--- src/rtl/unidade_controle.sv ---
// Multicycle control FSM for the MIPS-subset datapath: decodes opcode/funct and
// sequences mux selects and write enables as a Moore machine.
module unidade_controle #(
    parameter int ST_W = 4
) (
    input  logic            clk,
    input  logic            reset,
    input  logic [5:0]      opcode,
    input  logic [5:0]      funct,
    input  logic            zero,
    output logic            PCWrite,
    output logic            PCWriteCond,
    output logic            IorD,
    output logic            MemWrite,
    output logic            IRWrite,
    output logic            ALUOutWrite,
    output logic            RegDst,
    output logic            MemToReg,
    output logic            RegWrite,
    output logic            ALUSrcA,
    output logic [1:0]      ALUSrcB,
    output logic [2:0]      ALUOp,
    output logic [1:0]      PCSource,
    output logic            excecao,
    output logic [ST_W-1:0] estado
);

    localparam logic [ST_W-1:0] S_RESET      = ST_W'(0);
    localparam logic [ST_W-1:0] S_FETCH      = ST_W'(1);
    localparam logic [ST_W-1:0] S_FETCH_WAIT = ST_W'(2);
    localparam logic [ST_W-1:0] S_DECODE     = ST_W'(3);
    localparam logic [ST_W-1:0] S_R_EXEC     = ST_W'(4);
    localparam logic [ST_W-1:0] S_R_WB       = ST_W'(5);
    localparam logic [ST_W-1:0] S_MEM_ADDR   = ST_W'(6);
    localparam logic [ST_W-1:0] S_MEM_READ   = ST_W'(7);
    localparam logic [ST_W-1:0] S_MEM_WAIT   = ST_W'(8);
    localparam logic [ST_W-1:0] S_LW_WB      = ST_W'(9);
    localparam logic [ST_W-1:0] S_MEM_WRITE  = ST_W'(10);
    localparam logic [ST_W-1:0] S_BRANCH     = ST_W'(11);
    localparam logic [ST_W-1:0] S_JUMP       = ST_W'(12);
    localparam logic [ST_W-1:0] S_ADDI_EXEC  = ST_W'(13);
    localparam logic [ST_W-1:0] S_ADDI_WB    = ST_W'(14);
    localparam logic [ST_W-1:0] S_EXCECAO    = ST_W'(15);

    localparam logic [2:0] OP_IDLE = 3'b000;
    localparam logic [2:0] OP_ADD  = 3'b001;
    localparam logic [2:0] OP_SUB  = 3'b010;
    localparam logic [2:0] OP_AND  = 3'b011;
    localparam logic [2:0] OP_OR   = 3'b100;
    localparam logic [2:0] OP_SLT  = 3'b111;

    logic [ST_W-1:0] r_estado;
    logic [ST_W-1:0] w_proximo;
    logic            w_funct_ok;

    assign w_funct_ok = (funct == 6'h20) || (funct == 6'h22) || (funct == 6'h24) ||
                        (funct == 6'h25) || (funct == 6'h2A);

    always_ff @(posedge clk or posedge reset) begin
        if (reset) begin
            r_estado <= S_RESET;
        end else begin
            r_estado <= w_proximo;
        end
    end

    always_comb begin
        w_proximo = S_RESET;
        case (r_estado)
            S_RESET:      w_proximo = S_FETCH;
            S_FETCH:      w_proximo = S_FETCH_WAIT;
            S_FETCH_WAIT: w_proximo = S_DECODE;
            S_DECODE: begin
                case (opcode)
                    6'h00:        w_proximo = w_funct_ok ? S_R_EXEC : S_EXCECAO;
                    6'h23, 6'h2B: w_proximo = S_MEM_ADDR;
                    6'h04:        w_proximo = S_BRANCH;
                    6'h02:        w_proximo = S_JUMP;
                    6'h08:        w_proximo = S_ADDI_EXEC;
                    default:      w_proximo = S_EXCECAO;
                endcase
            end
            S_R_EXEC:     w_proximo = S_R_WB;
            S_R_WB:       w_proximo = S_FETCH;
            // Only lw/sw reach MEM_ADDR, so anything other than sw is treated as lw.
            S_MEM_ADDR:   w_proximo = (opcode == 6'h2B) ? S_MEM_WRITE : S_MEM_READ;
            S_MEM_READ:   w_proximo = S_MEM_WAIT;
            S_MEM_WAIT:   w_proximo = S_LW_WB;
            S_LW_WB:      w_proximo = S_FETCH;
            S_MEM_WRITE:  w_proximo = S_FETCH;
            S_BRANCH:     w_proximo = S_FETCH;
            S_JUMP:       w_proximo = S_FETCH;
            S_ADDI_EXEC:  w_proximo = S_ADDI_WB;
            S_ADDI_WB:    w_proximo = S_FETCH;
            S_EXCECAO:    w_proximo = S_EXCECAO;
            default:      w_proximo = S_RESET;
        endcase
    end

    always_comb begin
        PCWrite     = 1'b0;
        PCWriteCond = 1'b0;
        IorD        = 1'b0;
        MemWrite    = 1'b0;
        IRWrite     = 1'b0;
        ALUOutWrite = 1'b0;
        RegDst      = 1'b0;
        MemToReg    = 1'b0;
        RegWrite    = 1'b0;
        ALUSrcA     = 1'b0;
        ALUSrcB     = 2'b00;
        ALUOp       = OP_IDLE;
        PCSource    = 2'b00;
        excecao     = 1'b0;
        case (r_estado)
            S_FETCH: begin
                ALUSrcB = 2'b01;
                ALUOp   = OP_ADD;
                PCWrite = 1'b1;
            end
            S_FETCH_WAIT: IRWrite = 1'b1;
            S_DECODE: begin
                ALUSrcB     = 2'b11;
                ALUOp       = OP_ADD;
                ALUOutWrite = 1'b1;
            end
            S_R_EXEC: begin
                ALUSrcA     = 1'b1;
                ALUOutWrite = 1'b1;
                case (funct)
                    6'h20:   ALUOp = OP_ADD;
                    6'h22:   ALUOp = OP_SUB;
                    6'h24:   ALUOp = OP_AND;
                    6'h25:   ALUOp = OP_OR;
                    6'h2A:   ALUOp = OP_SLT;
                    default: ALUOp = OP_IDLE;
                endcase
            end
            S_R_WB: begin
                RegDst   = 1'b1;
                RegWrite = 1'b1;
            end
            S_MEM_ADDR, S_ADDI_EXEC: begin
                ALUSrcA     = 1'b1;
                ALUSrcB     = 2'b10;
                ALUOp       = OP_ADD;
                ALUOutWrite = 1'b1;
            end
            S_MEM_READ, S_MEM_WAIT: IorD = 1'b1;
            S_LW_WB: begin
                MemToReg = 1'b1;
                RegWrite = 1'b1;
            end
            S_MEM_WRITE: begin
                IorD     = 1'b1;
                MemWrite = 1'b1;
            end
            S_BRANCH: begin
                ALUSrcA     = 1'b1;
                ALUOp       = OP_SUB;
                PCSource    = 2'b01;
                PCWriteCond = 1'b1;
            end
            S_JUMP: begin
                PCSource = 2'b10;
                PCWrite  = 1'b1;
            end
            S_ADDI_WB:  RegWrite = 1'b1;
            S_EXCECAO:  excecao  = 1'b1;
            default: ;
        endcase
    end

    assign estado = r_estado;

endmodule

--- config.mk ---
export PLATFORM = sky130hd
export DESIGN_NAME = unidade_controle
export DESIGN_NICKNAME = d
export VERILOG_FILES = /design/src/rtl/unidade_controle.sv
export SDC_FILE = /design/constraint.sdc
export NUM_CORES = 1
export LEC_CHECK = 0
export ABC_CLOCK_PERIOD_IN_PS = 1400
export CAP_MARGIN = 5
export CORE_MARGIN = 4
export CORE_UTILIZATION = 33
export DETAILED_ROUTE_END_ITERATION = 7
export GPL_TIMING_DRIVEN = 0
export HOLD_SLACK_MARGIN = 0.1
export PLACE_DENSITY = 0.77
export SYNTH_ARGS = -nofsm -noshare
export SYNTH_HDL_FRONTEND = slang
export SYNTH_SLANG_ARGS = --single-unit
--- constraint.sdc ---
create_clock -name clk -period 1.4 [get_ports clk]
set_input_delay 0.14 -clock clk [delete_from_list [all_inputs] [get_ports clk]]
set_output_delay 0.14 -clock clk [all_outputs]
set_load 0.1 [all_outputs]
==> impl_results.md, run 1 <==
- Ys flop type: dfrtp_1
- Clock sinks: 4
- Die H: 51.3 um
- CTS Hold Bufs: 1
- Cell area after synthesis: 619 um^2
- Post-CTS Setup Bufs: 16
- Syn_nets: 104
- Ports: 37
- Post-synthesis sequential area ratio: 0.162
- Netlist cell types: 39
- Post-synth EDFFs: 0
- Outcome: did not finish
- Bufs on Longest Clock Path: 2
- Num CTS Buffers: 3
- Error Message: [ERROR DPL-0033] detailed placement checks failed during check placement.
- Placed cell area: 1160 um^2
- Stopping stage: 4_1_cts
- Post-cts sizing count: 220
- Post-Syn Area per Cell: 6.96 um^2
- Rows: 15
- Syn Inst Count: 89
- Root Driver: clkbuf_4
- Dpl hpwl: 1730 um
- Die W: 51.3 um
- Asr flop ratio synth: 1.00
- Starting Density: 0.355
- Yosys warns: 0
- Routability cong.: 0.807
- Port buffer count: 35
- Max H-tree Level: 1
- Register bit count reported by yosys: 4
cell usage after synthesis, types with 2 or more instances:
| cell | n | share of area |
|---|---|---|
| and3_1 | 2 | 0.020 |
| nor4_1 | 2 | 0.020 |
| nor2b_1 | 3 | 0.030 |
| nand2_1 | 7 | 0.042 |
| a21oi_1 | 2 | 0.016 |
| nand4_1 | 3 | 0.030 |
| nor3_1 | 4 | 0.032 |
| nand2b_1 | 6 | 0.061 |
| nor2_1 | 16 | 0.097 |
| buf_2 | 3 | 0.024 |
| dfrtp_1 | 4 | 0.16 |
| o21ai_0 | 4 | 0.032 |
| mux2i_1 | 2 | 0.032 |
| inv_1 | 4 | 0.024 |
| a21o_1 | 3 | 0.036 |
cells by family after synthesis:
kind of cell | after synthesis | share of synthesized area
AO/OA/AOI/OAI | 25 | 0.309
XOR/XNOR | 1 | 0.0141
buffers and inverters | 10 | 0.0848
flip-flops | 4 | 0.162
multiplexers | 2 | 0.0323
AND/OR/NAND/NOR | 47 | 0.398
per-stage QoR:
stage	setup WS [ns]	hold WS, ns	std cells
3_5_place_dp	-1.56	0.342	149
3_3_place_gp	-1.54	0.327	149
2_1_floorplan	-1.08	-0.0938	89
==> run 2, diff against run 1 <==
==> config.mk (replaced) <==
export PLATFORM = sky130hd
export DESIGN_NAME = unidade_controle
export DESIGN_NICKNAME = d
export VERILOG_FILES = /design/src/rtl/unidade_controle.sv
export SDC_FILE = /design/constraint.sdc
export NUM_CORES = 1
export LEC_CHECK = 0
export ABC_CLOCK_PERIOD_IN_PS = 1800
export CAP_MARGIN = 5
export CORE_AREA = 4 4 65 67
export DETAILED_ROUTE_END_ITERATION = 7
export DIE_AREA = 0 0 69 71
export GPL_TIMING_DRIVEN = 0
export PLACE_DENSITY_LB_ADDON = 0.15
export SYNTH_ARGS = -nofsm -noshare
export SYNTH_HDL_FRONTEND = slang
export SYNTH_SLANG_ARGS = --single-unit
==> constraint.sdc (replaced) <==
create_clock -name clk -period 1.8 [get_ports clk]
set_input_delay 0.18 -clock clk [delete_from_list [all_inputs] [get_ports clk]]
set_output_delay 0.18 -clock clk [all_outputs]
set_load 0.1 [all_outputs]
==> run 2 against run 1 <==
Synthesized area is the same. Synthesized cell count is the same. The flow now finishes, with violations (setup timing).
==> impl_results.md, run 2 <==
- Vias: 873
- Top Family by Delay on Critical Path: simple AND/OR/NAND/NOR gates
- GRT Total Usage: 0.101
- Peak Freq: 487 MHz
- Reg2reg path depth: 7
- Setup crit end: ALUOp[1]
- Post-synthesis sequential area ratio: 0.162 (unchanged)
- Worst reg2reg endpoint: estado[1]
- CP Data Required Time: 1.62 ns
- Min Tclk post-route: 2.05 ns
- Rows: 22 (was 15)
- Worst Slack Setup Final: -0.254 ns
- Worst Skew: 0.00117 ns
- Worst path depth: 4
- FF+latch area: 115 um^2
- Antenna-violating nets left: 0
- Buf+Inv Stages, Crit Path: 1
- 1st-pass router iterations: 4
- Starting Density: 0.170 (was 0.355)
- Vias in the first global route: 860
- Netlist cell types: 39 (unchanged)
- Nets: 152
- Num CTS Buffers: 3 (unchanged)
- RR Startpoint: estado[3]
- Top cell type by total area after synthesis: dfrtp_1 (unchanged)
- Core area: 3630 um^2
- Yosys warns: 0 (unchanged)
- Worst skew pair latency: 0.21 ns
- Asr flop ratio synth: 1.00 (unchanged)
- Cell area after synthesis: 619 um^2 (unchanged)
- Unrepaired setup endpoints after global routing: true
- Crit. End Element: primary output
- Area share of the largest cell type after synthesis: 0.162 (unchanged)
- DR DRC count: 0
- Bufs on Longest Clock Path: 2 (unchanged)
- Worst-path clk slew: 0.03 ns
- Register bit count reported by yosys: 4 (unchanged)
- Vias per inst: 4.77
- Avg WL per Cell: 14.0 um
- # setup viols final: 6
- HP Class: primary input to async pin
- CTS Hold Bufs: 0 (was 1)
- Max reg flops: 4
- Worst setup SP type: flip-flop
- Clock sinks: 4 (unchanged)
- Syn_nets: 104 (unchanged)
- Cell Count, Final, Fillers Out: 183
- Fill count: 392
- Slowest cell on crit path: or4b_4
- Critical Path Source: estado[3]
- Root Driver: clkbuf_8 (was clkbuf_4)
- DIE AREA: 4900 um^2
- Crit-path cells: nand2b_4 -> or4b_4 -> o32ai_4 -> buf_12
- Share of layout cells above drive strength 1: 0.533
- Post-Syn Area per Cell: 6.96 um^2 (unchanged)
- Setup TNS: -0.703 ns
- Dpl hpwl: 1870 um (was 1730 um)
- CP peak stage delay: 0.50 ns
- Failing checks: setup timing
- Ports: 37 (unchanged)
- P&R area growth vs syn: 138%
- WS Path Type: flip-flop to primary output
- Flop2flop setup slack: 0.19 ns
- Ys flop type: dfrtp_1 (unchanged)
- Area occupied by multi-input gates: 701 um^2
- Initial antenna violation count: 0
- Routability cong.: 0.814 (was 0.807)
- Commonest cells in the netlist: nor2_1, nand2_1, nand2b_1 (unchanged)
- Final hold vios: 0
- Crit-path max FO: 4
- Outcome: complete, but fails checks (was did not finish)
- Commonest non-fill, non-tap cell in the layout: buf_4
- Die H: 71 um (was 51.3 um)
- TritonCTS clock tree: done
- Max_cap viols: 0
- Post-placement cell count: 172 (was 149)
- Count leader, synth: nor2_1 (unchanged)
- WP data arrival: 1.87 ns
- Worst-Margin Slew: 0.960 ns
- Largest net degree at the start of global routing: 11
- Port buffer count: 35 (unchanged)
- Headroom to the max-slew limit: 0.362
- Post-synth EDFFs: 0 (unchanged)
- Top post-synthesis cells by area: dfrtp_1, nor2_1, nand2b_1 (unchanged)
- Wirelength, routed: 2560 um
- First-pass GRT wire length: 4130 um
- Syn Inst Count: 89 (unchanged)
- Remaining global-route overflow: 0
- Commonest cells after routing, fill and taps aside: buf_4, clkdlybuf4s50_1, buf_12
- Initial DRC Count: 15
- Slew Limit Fails: 0
- Fin crit share: 1.14
- Die W: 69 um (was 51.3 um)
- Ant diodes: 0
- Max H-tree Level: 1 (unchanged)
-- run 2: cell counts after synthesis --
Identical to the previous run, type by type.
-- run 2: how the worst min path moves through the flow --
| stage | endpoint | start | slack, ns | cells after the start |
|---|---|---|---|---|
| 6_report | estado[1] | reset | 0.15 | 2 |
| 5_1_grt | estado[2] | reset | 0.17 | 2 |
| 4_1_cts | estado[1] | reset | 0.15 | 2 |
| 3_5_place_dp | estado[2] | reset | 0.37 | 2 |
| 3_3_place_gp | estado[0] | reset | 0.37 | 2 |
| 2_1_floorplan | estado[0] | reset | -0.05 | 1 |
-- run 2: cell families (layout without fill, tap and decap cells) --
family	Yosys count	after routing	synth area share
XOR/XNOR	1	1	0.0141
AND/OR/NAND/NOR	47	47	0.398
buffers and inverters	10	56	0.0848
AO/OA/AOI/OAI	25	25	0.309
multiplexers	2	2	0.0323
flip-flops	4	4	0.162
-- run 2: what timing repair did --
item | in CTS | in global routing
endpoints found under the setup margin | 22 | 12
pin swaps | 5 | 11
setup buffers | 3 | 6
resized for setup | 136 | 34
-- run 2: cell type report --
cell class / count / area share
tap: 48 / 0.0407
multi-input combinational: 75 / 0.475
sequential: 4 / 0.0781
clock buffer: 3 / 0.0280
inverter: 4 / 0.0102
timing repair buffer: 44 / 0.329
buffer: 5 / 0.0390
-- run 2: worst reg2reg max path, delay by kind of cell (launching register included) --
kind	cells	cell delay [ns]
AND/OR/NAND/NOR	1	0.10
flip-flops	1	0.48
AO/OA/AOI/OAI	1	0.20
buffers and inverters	5	0.70
-- run 2: layer usage --
metal,wire [um],vias up,track usage,part of all wire
met5,0,-,0,0
met4,15,0,0.0260,0.0059
met3,94,2,0.0241,0.037
met2,1380,27,0.166,0.54
met1,1070,411,0.131,0.42
li1,-,433,-,-
-- run 2: stage by stage --
step	cell area [um^2]	util	hold WS [ns]	setup slack (ns)
6_report	1470	0.406	0.147	-0.254
5_1_grt	1470	0.406	0.173	-0.320
4_1_cts	1290	0.355	0.147	-0.346
3_5_place_dp	1190	0.328	0.374	-1.24
3_3_place_gp	1190	0.328	0.367	-1.23
2_1_floorplan	781	-	-0.0538	-0.721
Power of run 2 is not shown: default switching activity piles up to over one toggle a cycle in this logic, so the estimate is an artifact.
